[src/rtl/reg_alu_pkg.sv]
// Shared opcodes, flag bit positions and sequencer state encoding for reg_alu_seq.
package reg_alu_pkg;

    localparam logic [2:0] OP_ADD = 3'd0;
    localparam logic [2:0] OP_SUB = 3'd1;
    localparam logic [2:0] OP_AND = 3'd2;
    localparam logic [2:0] OP_OR  = 3'd3;
    localparam logic [2:0] OP_XOR = 3'd4;
    localparam logic [2:0] OP_SHL = 3'd5;
    localparam logic [2:0] OP_SHR = 3'd6;
    localparam logic [2:0] OP_MUL = 3'd7;

    localparam int FLG_N = 3;
    localparam int FLG_Z = 2;
    localparam int FLG_C = 1;
    localparam int FLG_V = 0;

    typedef enum logic {
        ST_IDLE = 1'b0,
        ST_MUL  = 1'b1
    } state_t;

endpackage

[src/rtl/reg_alu_regfile.sv]
// NREGS x WIDTH register file: two combinational read ports, one shared write port
// where the ALU writeback overrides an external load to the same index.
module reg_alu_regfile #(
    parameter  int WIDTH = 16,
    parameter  int NREGS = 8,
    localparam int AW    = $clog2(NREGS)
) (
    input  logic             clk,
    input  logic             rst_n,
    input  logic [AW-1:0]    ra,
    input  logic [AW-1:0]    rb,
    output logic [WIDTH-1:0] rdata_a,
    output logic [WIDTH-1:0] rdata_b,
    input  logic             alu_we,
    input  logic [AW-1:0]    alu_addr,
    input  logic [WIDTH-1:0] alu_data,
    input  logic             ext_we,
    input  logic [AW-1:0]    ext_addr,
    input  logic [WIDTH-1:0] ext_data
);

    logic [WIDTH-1:0] regs [NREGS];

    assign rdata_a = regs[ra];
    assign rdata_b = regs[rb];

    // Later assignment wins, so the ALU takes the index when both target it.
    always_ff @(posedge clk or negedge rst_n) begin
        if (!rst_n) begin
            for (int i = 0; i < NREGS; i++) begin
                regs[i] <= '0;
            end
        end else begin
            if (ext_we) begin
                regs[ext_addr] <= ext_data;
            end
            if (alu_we) begin
                regs[alu_addr] <= alu_data;
            end
        end
    end

endmodule

[src/rtl/reg_alu_seq.sv]
// Registered ALU with register file, valid/ready command port and an iterative
// shift-add multiplier. state | meaning: ST_IDLE accepts commands, ST_MUL multiplies.
module reg_alu_seq
    import reg_alu_pkg::*;
#(
    parameter  int WIDTH = 16,
    parameter  int NREGS = 8,
    localparam int AW    = $clog2(NREGS),
    localparam int SW    = $clog2(WIDTH)
) (
    input  logic             clk,
    input  logic             rst_n,
    input  logic             cmd_valid,
    output logic             cmd_ready,
    input  logic [2:0]       cmd_op,
    input  logic [AW-1:0]    cmd_ra,
    input  logic [AW-1:0]    cmd_rb,
    input  logic [AW-1:0]    cmd_rd,
    input  logic             wr_en,
    input  logic [AW-1:0]    wr_addr,
    input  logic [WIDTH-1:0] wr_data,
    output logic             res_valid,
    output logic [WIDTH-1:0] res_data,
    output logic [3:0]       flags,
    output logic             busy
);

    state_t             state;
    logic [SW-1:0]      cnt;
    logic [2*WIDTH-1:0] mcand;
    logic [2*WIDTH-1:0] acc;
    logic [WIDTH-1:0]   mplier;
    logic [AW-1:0]      mul_rd;

    logic [WIDTH-1:0]   rd_a;
    logic [WIDTH-1:0]   rd_b;
    logic               accept;
    logic               accept_single;
    logic               mul_last;
    logic [2*WIDTH-1:0] mul_prod;
    logic [3:0]         mul_flg;

    logic [WIDTH-1:0]   alu_res;
    logic [3:0]         alu_flg;
    logic [WIDTH-1:0]   b_eff;
    logic [WIDTH:0]     sum_ext;
    logic [WIDTH:0]     shl_ext;
    logic [WIDTH:0]     shr_ext;
    logic [SW-1:0]      sh;
    logic               carry_in_msb;

    logic               alu_we;
    logic [AW-1:0]      alu_addr;
    logic [WIDTH-1:0]   alu_data;

    assign cmd_ready     = (state == ST_IDLE);
    assign busy          = (state == ST_MUL);
    assign accept        = cmd_valid & cmd_ready;
    assign accept_single = accept & (cmd_op != OP_MUL);

    reg_alu_regfile #(.WIDTH(WIDTH), .NREGS(NREGS)) u_regfile (
        .clk      (clk),
        .rst_n    (rst_n),
        .ra       (cmd_ra),
        .rb       (cmd_rb),
        .rdata_a  (rd_a),
        .rdata_b  (rd_b),
        .alu_we   (alu_we),
        .alu_addr (alu_addr),
        .alu_data (alu_data),
        .ext_we   (wr_en),
        .ext_addr (wr_addr),
        .ext_data (wr_data)
    );

    // Shifts are done one bit wider so the bit shifted out lands in the extra position.
    always_comb begin
        sh           = rd_b[SW-1:0];
        b_eff        = (cmd_op == OP_SUB) ? ~rd_b : rd_b;
        sum_ext      = {1'b0, rd_a} + {1'b0, b_eff} + {{WIDTH{1'b0}}, (cmd_op == OP_SUB)};
        carry_in_msb = rd_a[WIDTH-1] ^ b_eff[WIDTH-1] ^ sum_ext[WIDTH-1];
        shl_ext      = {1'b0, rd_a} << sh;
        shr_ext      = {rd_a, 1'b0} >> sh;
        alu_res      = '0;
        alu_flg      = '0;
        case (cmd_op)
            OP_ADD, OP_SUB: begin
                alu_res        = sum_ext[WIDTH-1:0];
                alu_flg[FLG_C] = sum_ext[WIDTH];
                alu_flg[FLG_V] = carry_in_msb ^ sum_ext[WIDTH];
            end
            OP_AND: alu_res = rd_a & rd_b;
            OP_OR:  alu_res = rd_a | rd_b;
            OP_XOR: alu_res = rd_a ^ rd_b;
            OP_SHL: begin
                alu_res        = shl_ext[WIDTH-1:0];
                alu_flg[FLG_C] = shl_ext[WIDTH];
            end
            OP_SHR: begin
                alu_res        = shr_ext[WIDTH:1];
                alu_flg[FLG_C] = shr_ext[0];
            end
            default: alu_res = '0;
        endcase
        alu_flg[FLG_N] = alu_res[WIDTH-1];
        alu_flg[FLG_Z] = (alu_res == '0);
    end

    // Final partial product is folded in combinationally on the last MUL cycle.
    always_comb begin
        mul_prod       = acc + (mplier[0] ? mcand : '0);
        mul_last       = (state == ST_MUL) && (cnt == SW'(WIDTH - 1));
        mul_flg        = '0;
        mul_flg[FLG_N] = mul_prod[WIDTH-1];
        mul_flg[FLG_Z] = (mul_prod[WIDTH-1:0] == '0);
        mul_flg[FLG_C] = |mul_prod[2*WIDTH-1:WIDTH];
    end

    assign alu_we   = accept_single | mul_last;
    assign alu_addr = mul_last ? mul_rd : cmd_rd;
    assign alu_data = mul_last ? mul_prod[WIDTH-1:0] : alu_res;

    always_ff @(posedge clk or negedge rst_n) begin
        if (!rst_n) begin
            state     <= ST_IDLE;
            cnt       <= '0;
            mcand     <= '0;
            acc       <= '0;
            mplier    <= '0;
            mul_rd    <= '0;
            res_valid <= 1'b0;
            res_data  <= '0;
            flags     <= '0;
        end else begin
            res_valid <= 1'b0;
            case (state)
                ST_IDLE: begin
                    if (accept) begin
                        if (cmd_op == OP_MUL) begin
                            mcand  <= {{WIDTH{1'b0}}, rd_a};
                            mplier <= rd_b;
                            acc    <= '0;
                            cnt    <= '0;
                            mul_rd <= cmd_rd;
                            state  <= ST_MUL;
                        end else begin
                            res_data  <= alu_res;
                            flags     <= alu_flg;
                            res_valid <= 1'b1;
                        end
                    end
                end
                ST_MUL: begin
                    acc    <= mul_prod;
                    mcand  <= mcand << 1;
                    mplier <= mplier >> 1;
                    cnt    <= cnt + SW'(1);
                    if (mul_last) begin
                        res_data  <= mul_prod[WIDTH-1:0];
                        flags     <= mul_flg;
                        res_valid <= 1'b1;
                        state     <= ST_IDLE;
                    end
                end
                default: state <= ST_IDLE;
            endcase
        end
    end

endmodule

[config.mk]
export PLATFORM = sky130hd
export DESIGN_NAME = reg_alu_seq
export DESIGN_NICKNAME = d
export VERILOG_FILES = /design/src/rtl/reg_alu_pkg.sv /design/src/rtl/reg_alu_regfile.sv /design/src/rtl/reg_alu_seq.sv
export SDC_FILE = /design/constraint.sdc
export NUM_CORES = 1
export LEC_CHECK = 0
export BUFFER_PORTS_ARGS = -buffer_cell sky130_fd_sc_hd__buf_2
export CAP_MARGIN = 40
export CORE_UTILIZATION = 30
export CTS_CLUSTER_SIZE = 25
export DETAILED_ROUTE_END_ITERATION = 10
export GPL_TIMING_DRIVEN = 0
export PLACE_DENSITY_LB_ADDON = 0.1
export RECOVER_POWER = 100
export SYNTH_ARGS = -nofsm -noshare
export SYNTH_HDL_FRONTEND = slang
export SYNTH_SLANG_ARGS = --single-unit
[constraint.sdc]
create_clock -name clk -period 5.4 [get_ports clk]
set_input_delay 1.08 -clock clk [delete_from_list [all_inputs] [get_ports clk]]
set_output_delay 1.08 -clock clk [all_outputs]
set_load 0.1 [all_outputs]
# Word-level counts from Yosys, hierarchy flattened
# Index checks and enable logic that the tools add are counted.
# word_totals
reg_bits	237
input_bits	35
output_inout_bits	23
elab_cells	117
# op_classes
add_sub_neg	4
magnitude_cmp	6
n_eq_ne	13
shifts	2
muxes	49
bitwise	15
reduce_logical	11
# ops
op	n
$bwmux W128	2
$mux W128	2
$mux W16	13
$mux W32	5
$pmux W32 S2	2
$bmux W16 S3	2
$demux W16 S3	2
$pmux W16 S6	1
$pmux W16 S2	2
$add A32 B32 Y32	1
$logic_not A16 Y1	2
$mux W4	5
$add A16 B16 Y17	1
$add A17 B1 Y17	1
$shl A16 B4 Y17	1
$shr A17 B4 Y17	1
$and A16 B16 Y16	1
$ge A4 B4 Y1 const B	4
$not A16 Y16	1
$not A3 Y4	4
$or A16 B16 Y16	1
$pmux W4 S2	2
$reduce_or A16 Y1	1
$xor A16 B16 Y16	1
other kinds (22)	42

# Depth between registers and ports, before layout
# depth
depth_word	14
depth_mapped	20
depth_no_buf	16

# Hierarchy
# Synthesis repeated with hierarchy kept, for this count alone.
# hier_totals
hier_cells	1994
area_unflattened_um2	18529.0
# by_module_without_submodules
module	instances	cells_per_inst	area_each_um2	seq_area_each_um2
reg_alu_seq	1	1279	10279.9	2702.6
reg_alu_regfile	1	715	8249.2	3203.1

# Least setup slack after synthesis
# No wires, ideal clock.
# synth_timing
path_kind	input port to flip-flop
start	input port cmd_rb[0]
end	register flags[2]
arrival_time_ps	5311
slack_ps	-6
cell_stages	17
path_cell_list	clkbuf_1 > buf_2 > buf_1 > mux4_2 > mux2i_1 > xnor2_1 > ha_1 > a21oi_1 > nor3_1 > a21oi_1 > a2bb2oi_1 > o211ai_1 > a311o_1 > a21o_1 > nor4_1 > nand4_1 > o31ai_1
# synth_via
elab_chain_cells	13
elab_cells_between_ends	18
classes_between	add/sub (2); shift (2); mux (8); bitwise (5); reduce/logical (1)
# synth_lines
item	line_no	rtl
start, declared	reg_alu_seq.sv:17	input logic [AW-1:0] cmd_rb,
$not A3 Y4 (implied by the code) (*)	reg_alu_regfile.sv:25	assign rdata_b = regs[rb];
$bmux W16 S3 (*)	reg_alu_regfile.sv:25	
$mux W16 (implied by the code) (*) (2 in series)	reg_alu_regfile.sv:25	
$not A16 Y16	reg_alu_seq.sv:79	b_eff = (cmd_op == OP_SUB) ? ~rd_b : rd_b;
$mux W16	reg_alu_seq.sv:79	
$add A16 B16 Y17	reg_alu_seq.sv:80	sum_ext = {1'b0, rd_a} + {1'b0, b_eff} + {{WIDTH{1'b0}}, (cmd_op == OP_SUB)};
$add A17 B1 Y17	reg_alu_seq.sv:80	
$pmux W16 S6 (*)	reg_alu_seq.sv:86	case (cmd_op)
$logic_not A16 Y1 (*)	reg_alu_seq.sv:106	alu_flg[FLG_Z] = (alu_res == '0);
$mux W4 (*)	reg_alu_seq.sv:139	if (cmd_op == OP_MUL) begin
$mux W4 (*)	reg_alu_seq.sv:138	if (accept) begin
$pmux W4 S2 (*)	reg_alu_seq.sv:136	case (state)
end signal, assigned	reg_alu_seq.sv:148	flags <= alu_flg;
end signal, assigned	reg_alu_seq.sv:160	flags <= mul_flg;
end, declared	reg_alu_seq.sv:24	output logic [3:0] flags,
# Every way passes the cells marked *; elsewhere a longest branch is shown, timed or not. The select of a mux whose other input is x is not followed.
# A chain may end at the register's enable or synchronous reset.

# Worst setup path in the final report
# layout_timing
start	input port cmd_ra[1]
end	register flags[2]
# layout_via
elab_chain_cells	11
elab_cells_between_ends	16
classes_between	add/sub (2); shift (2); mux (7); bitwise (4); reduce/logical (1)
# layout_lines
item	line_no	rtl
start, declared	reg_alu_seq.sv:16	input logic [AW-1:0] cmd_ra,
$not A3 Y4 (implied by the code) (*)	reg_alu_regfile.sv:24	assign rdata_a = regs[ra];
$bmux W16 S3 (*)	reg_alu_regfile.sv:24	
$mux W16 (implied by the code) (*) (2 in series)	reg_alu_regfile.sv:24	
$add A16 B16 Y17	reg_alu_seq.sv:80	
$add A17 B1 Y17	reg_alu_seq.sv:80	
$pmux W16 S6 (*)	reg_alu_seq.sv:86	
$logic_not A16 Y1 (*)	reg_alu_seq.sv:106	
$mux W4 (*)	reg_alu_seq.sv:139	
$mux W4 (*)	reg_alu_seq.sv:138	
$pmux W4 S2 (*)	reg_alu_seq.sv:136	
# Marks and branches as above.

==> impl_metrics.yaml <==
sta:
  fin_skew_ns: 0.0320
  min_period_ns: 5.27
  setup_viol: 0
  fin_crit_sh: 0.976
  worst_pin_slew_ns: 2.52
  slew_headroom: -0.678
  finalHoldViolations: 0
  drv_slew: 139
  clock.fmax_mhz: 190
place:
  place_hpwl_um: 57400
  numPortBuffers: 36
  place_congestion: 0.922
setup_path:
  cp.arrival_ns: 5.76
  r2r-end: "flags[2]"
  r2r_setup_slack_ns: 0.43
  cp-start-kind: "input pin"
  crit_family: "buffers and inverters"
  max_stage_delay_ns: 0.58
  r2r-start: "u_regfile.regs[81]"
  endpoint_kind: "register"
  cp_slowest_cell: "a222oi_1"
  critPathKind: "input pin to register"
  crit_chain: "buf_2, clkbuf_2, clkbuf_4, mux4_2, mux2i_2, buf_4, inv_2, ha_1, a21oi_2, xnor2_1, a222oi_1, o21ai_1, nor4_1, buf_2, nand4_1, nor4_2, nand4_1, o31ai_2"
  path_max_fanout: 10
  path_buf_inv: 6
  crit_required_ns: 5.89
  worst_r2r_path_depth: 18
floorplan:
  rows: 89
  die_area_mm2: 0.0616
  top_level_ports: 58
  core_mm2: 0.0595
  dieWidth_um: 248
  die_height_um: 248
  initial_utilization: 0.306
clock_tree:
  tritoncts: "built"
  cts_htree_levels: 1
  cts_buffer_depth: 3
  clk_latency_ns: 0.60
  cts_buffers: 30
  hold_buffers: 0
  clock_sinks: 236
  cts_root_buf: "clkbuf_16"
  clk_pin_slew_ns: 0.06
worst_hold_path:
  min_path_cells: 2
  whs_endpoint: "res_data[1]"
  min_path_type: "register to register"
  hp-start: "res_data[1]"
synth:
  ys_seq_area_frac: 0.325
  yosys_warnings: 0
  syn_nets: 2164
  synth-edff-count: 0
  avgSynthCellArea_um2: 8.89
  synth_area_mm2: 0.0182
  async_reset_ff_frac: 1.00
  synth_ff_type: "dfrtp_1"
  yosysUniqueCellTypes: 80
  synthCells: 2046
  ys_seq_elements: 236
finish:
  area_growth_pct: 15.6
  utilization: 0.354
  nets: 2283
  insertedDiodeCount: 0
  final_cell_mix: "dfrtp_1 (236), nand2_1 (234), a21oi_1 (211)"
  final_common_cell: "dfrtp_1"
  drive_above_1_share: 0.136
  num-fill-cells: 6240
routing:
  ant_nets: 0
  vias_per_cell: 5.57
  routedWlPerCell_um: 25.5
  dr.first_iter.drc_count: 1196
  drc: 0
  vias: 16500
  dr.pass1.iters: 5
  wl_um: 75400
global_route:
  grt_pass1_wl_um: 111000
  grt_pass1_vias: 16100
  grt_antenna_before_repair: 3
  grtUsageTotal: 0.245
  grt_max_degree: 104
  gr-total-overflow: 0
run_status:
  violations: "capacitance limit, slew limit"
  status: "complete, but fails checks"
power_and_ir_drop:
  p_total_uw: 13400
  p_per_area_mw_per_mm2: 636
  peakVddDrop_mv: 0.327
  leakage_uw: 0.00902
flow_run:
  drv_cap: 2
what timing repair did:
action,CTS,global route
hold endpoints to repair,0,0
pin swaps,4,9
gates resized for setup,39,35
setup endpoints to repair,136,65
buffers inserted,3,7
routing by layer:
layer | up-vias | part of all wire | global-route usage
li1 | 7666 | - | -
met1 | 8170 | 0.45 | 0.333
met2 | 505 | 0.46 | 0.400
met3 | 130 | 0.056 | 0.0351
met4 | 4 | 0.035 | 0.0751
met5 | - | 0.00030 | 0
cells by family (layout without fill, tap and decap cells):
kind of cell | count (synthesis) | in the layout | share of synthesized area
compound gates | 544 | 544 | 0.178
xor+xnor | 54 | 54 | 0.0267
fa+ha+maj | 83 | 83 | 0.0579
buf+inv | 199 | 337 | 0.0440
flops | 236 | 236 | 0.325
mux | 299 | 299 | 0.212
simple gates | 631 | 631 | 0.157
power by group:
group	total [uW]	leakage, uW	switching (uW)	internal (uW)
registers	3180	0.00290	622	2560
clock network	2000	0.000465	836	1160
logic	8200	0.00565	5310	2890
worst max path at each step:
stage | start | endpoint | cells past startpoint
after floorplan | cmd_rb[2] | u_regfile.regs[15] | 20
after global placement | cmd_rb[1] | u_regfile.regs[52] | 19
after detailed placement | cmd_rb[0] | u_regfile.regs[107] | 20
after CTS | cmd_op[2] | flags[2] | 16
after global routing | cmd_ra[1] | flags[2] | 19
final | cmd_ra[1] | flags[2] | 18
metrics by stage:
| stage | instance area (um2) | instances | hold WS (ns) | setup slack (ns) | setup TNS [ns] |
|---|---|---|---|---|---|
| final | 21000 | 2957 | 0.475 | 0.129 | 0 |
| after global routing | 21000 | 2957 | 0.518 | -0.0135 | -0.0161 |
| after CTS | 20900 | 2950 | 0.364 | 0.00736 | 0 |
| after detailed placement | 19800 | 2899 | 0.458 | -1.79 | -189.67 |
| after floorplan | 18200 | 2046 | 0.453 | 0.202 | 0 |
| after global placement | 19300 | 2855 | 0.455 | -2.66 | -602.38 |
synthesized netlist by cell type, types with 16 or more instances:
cell,n,area share
buf_1,27,0.0056
nand2_1,234,0.048
clkbuf_1,100,0.021
mux2i_1,182,0.10
o21ai_0,141,0.039
mux2_2,47,0.029
xnor2_1,41,0.020
a211oi_1,23,0.0095
inv_1,47,0.0097
ha_1,81,0.056
and2_1,39,0.013
nor3_1,16,0.0044
dfrtp_1,236,0.32
mux4_2,61,0.076
a21oi_1,215,0.059
o211ai_1,18,0.0074
nand4_1,22,0.0076
nand3_1,35,0.0096
a21o_1,17,0.0070
nor2_1,201,0.041
area by class of cell:
type	count	area [um2]	share of cell area
Multi-Input combinational cell	1611	11700	0.554
Inverter	54	211	0.0101
Clock buffer	47	885	0.0421
Clock inverter	4	70.1	0.00333
Tap cell	773	967	0.0460
Timing Repair Buffer	90	676	0.0321
Sequential cell	236	5910	0.281
Buffer	142	658	0.0313
registers in the layout, indices dropped and copies added (netlist names):
signal,flops
u_regfile.regs,128
res_data,16
mplier,16
cnt,4
res_valid,1
acc,32
busy,1
flags,3
mcand,32
mul_rd,3
tightest hold or removal path: stages (launching register included):
cell and delay (ns):
dfrtp_1 0.35, nand2_1 0.05, nand2_1 0.05
Power figures use the tool's default switching activity.
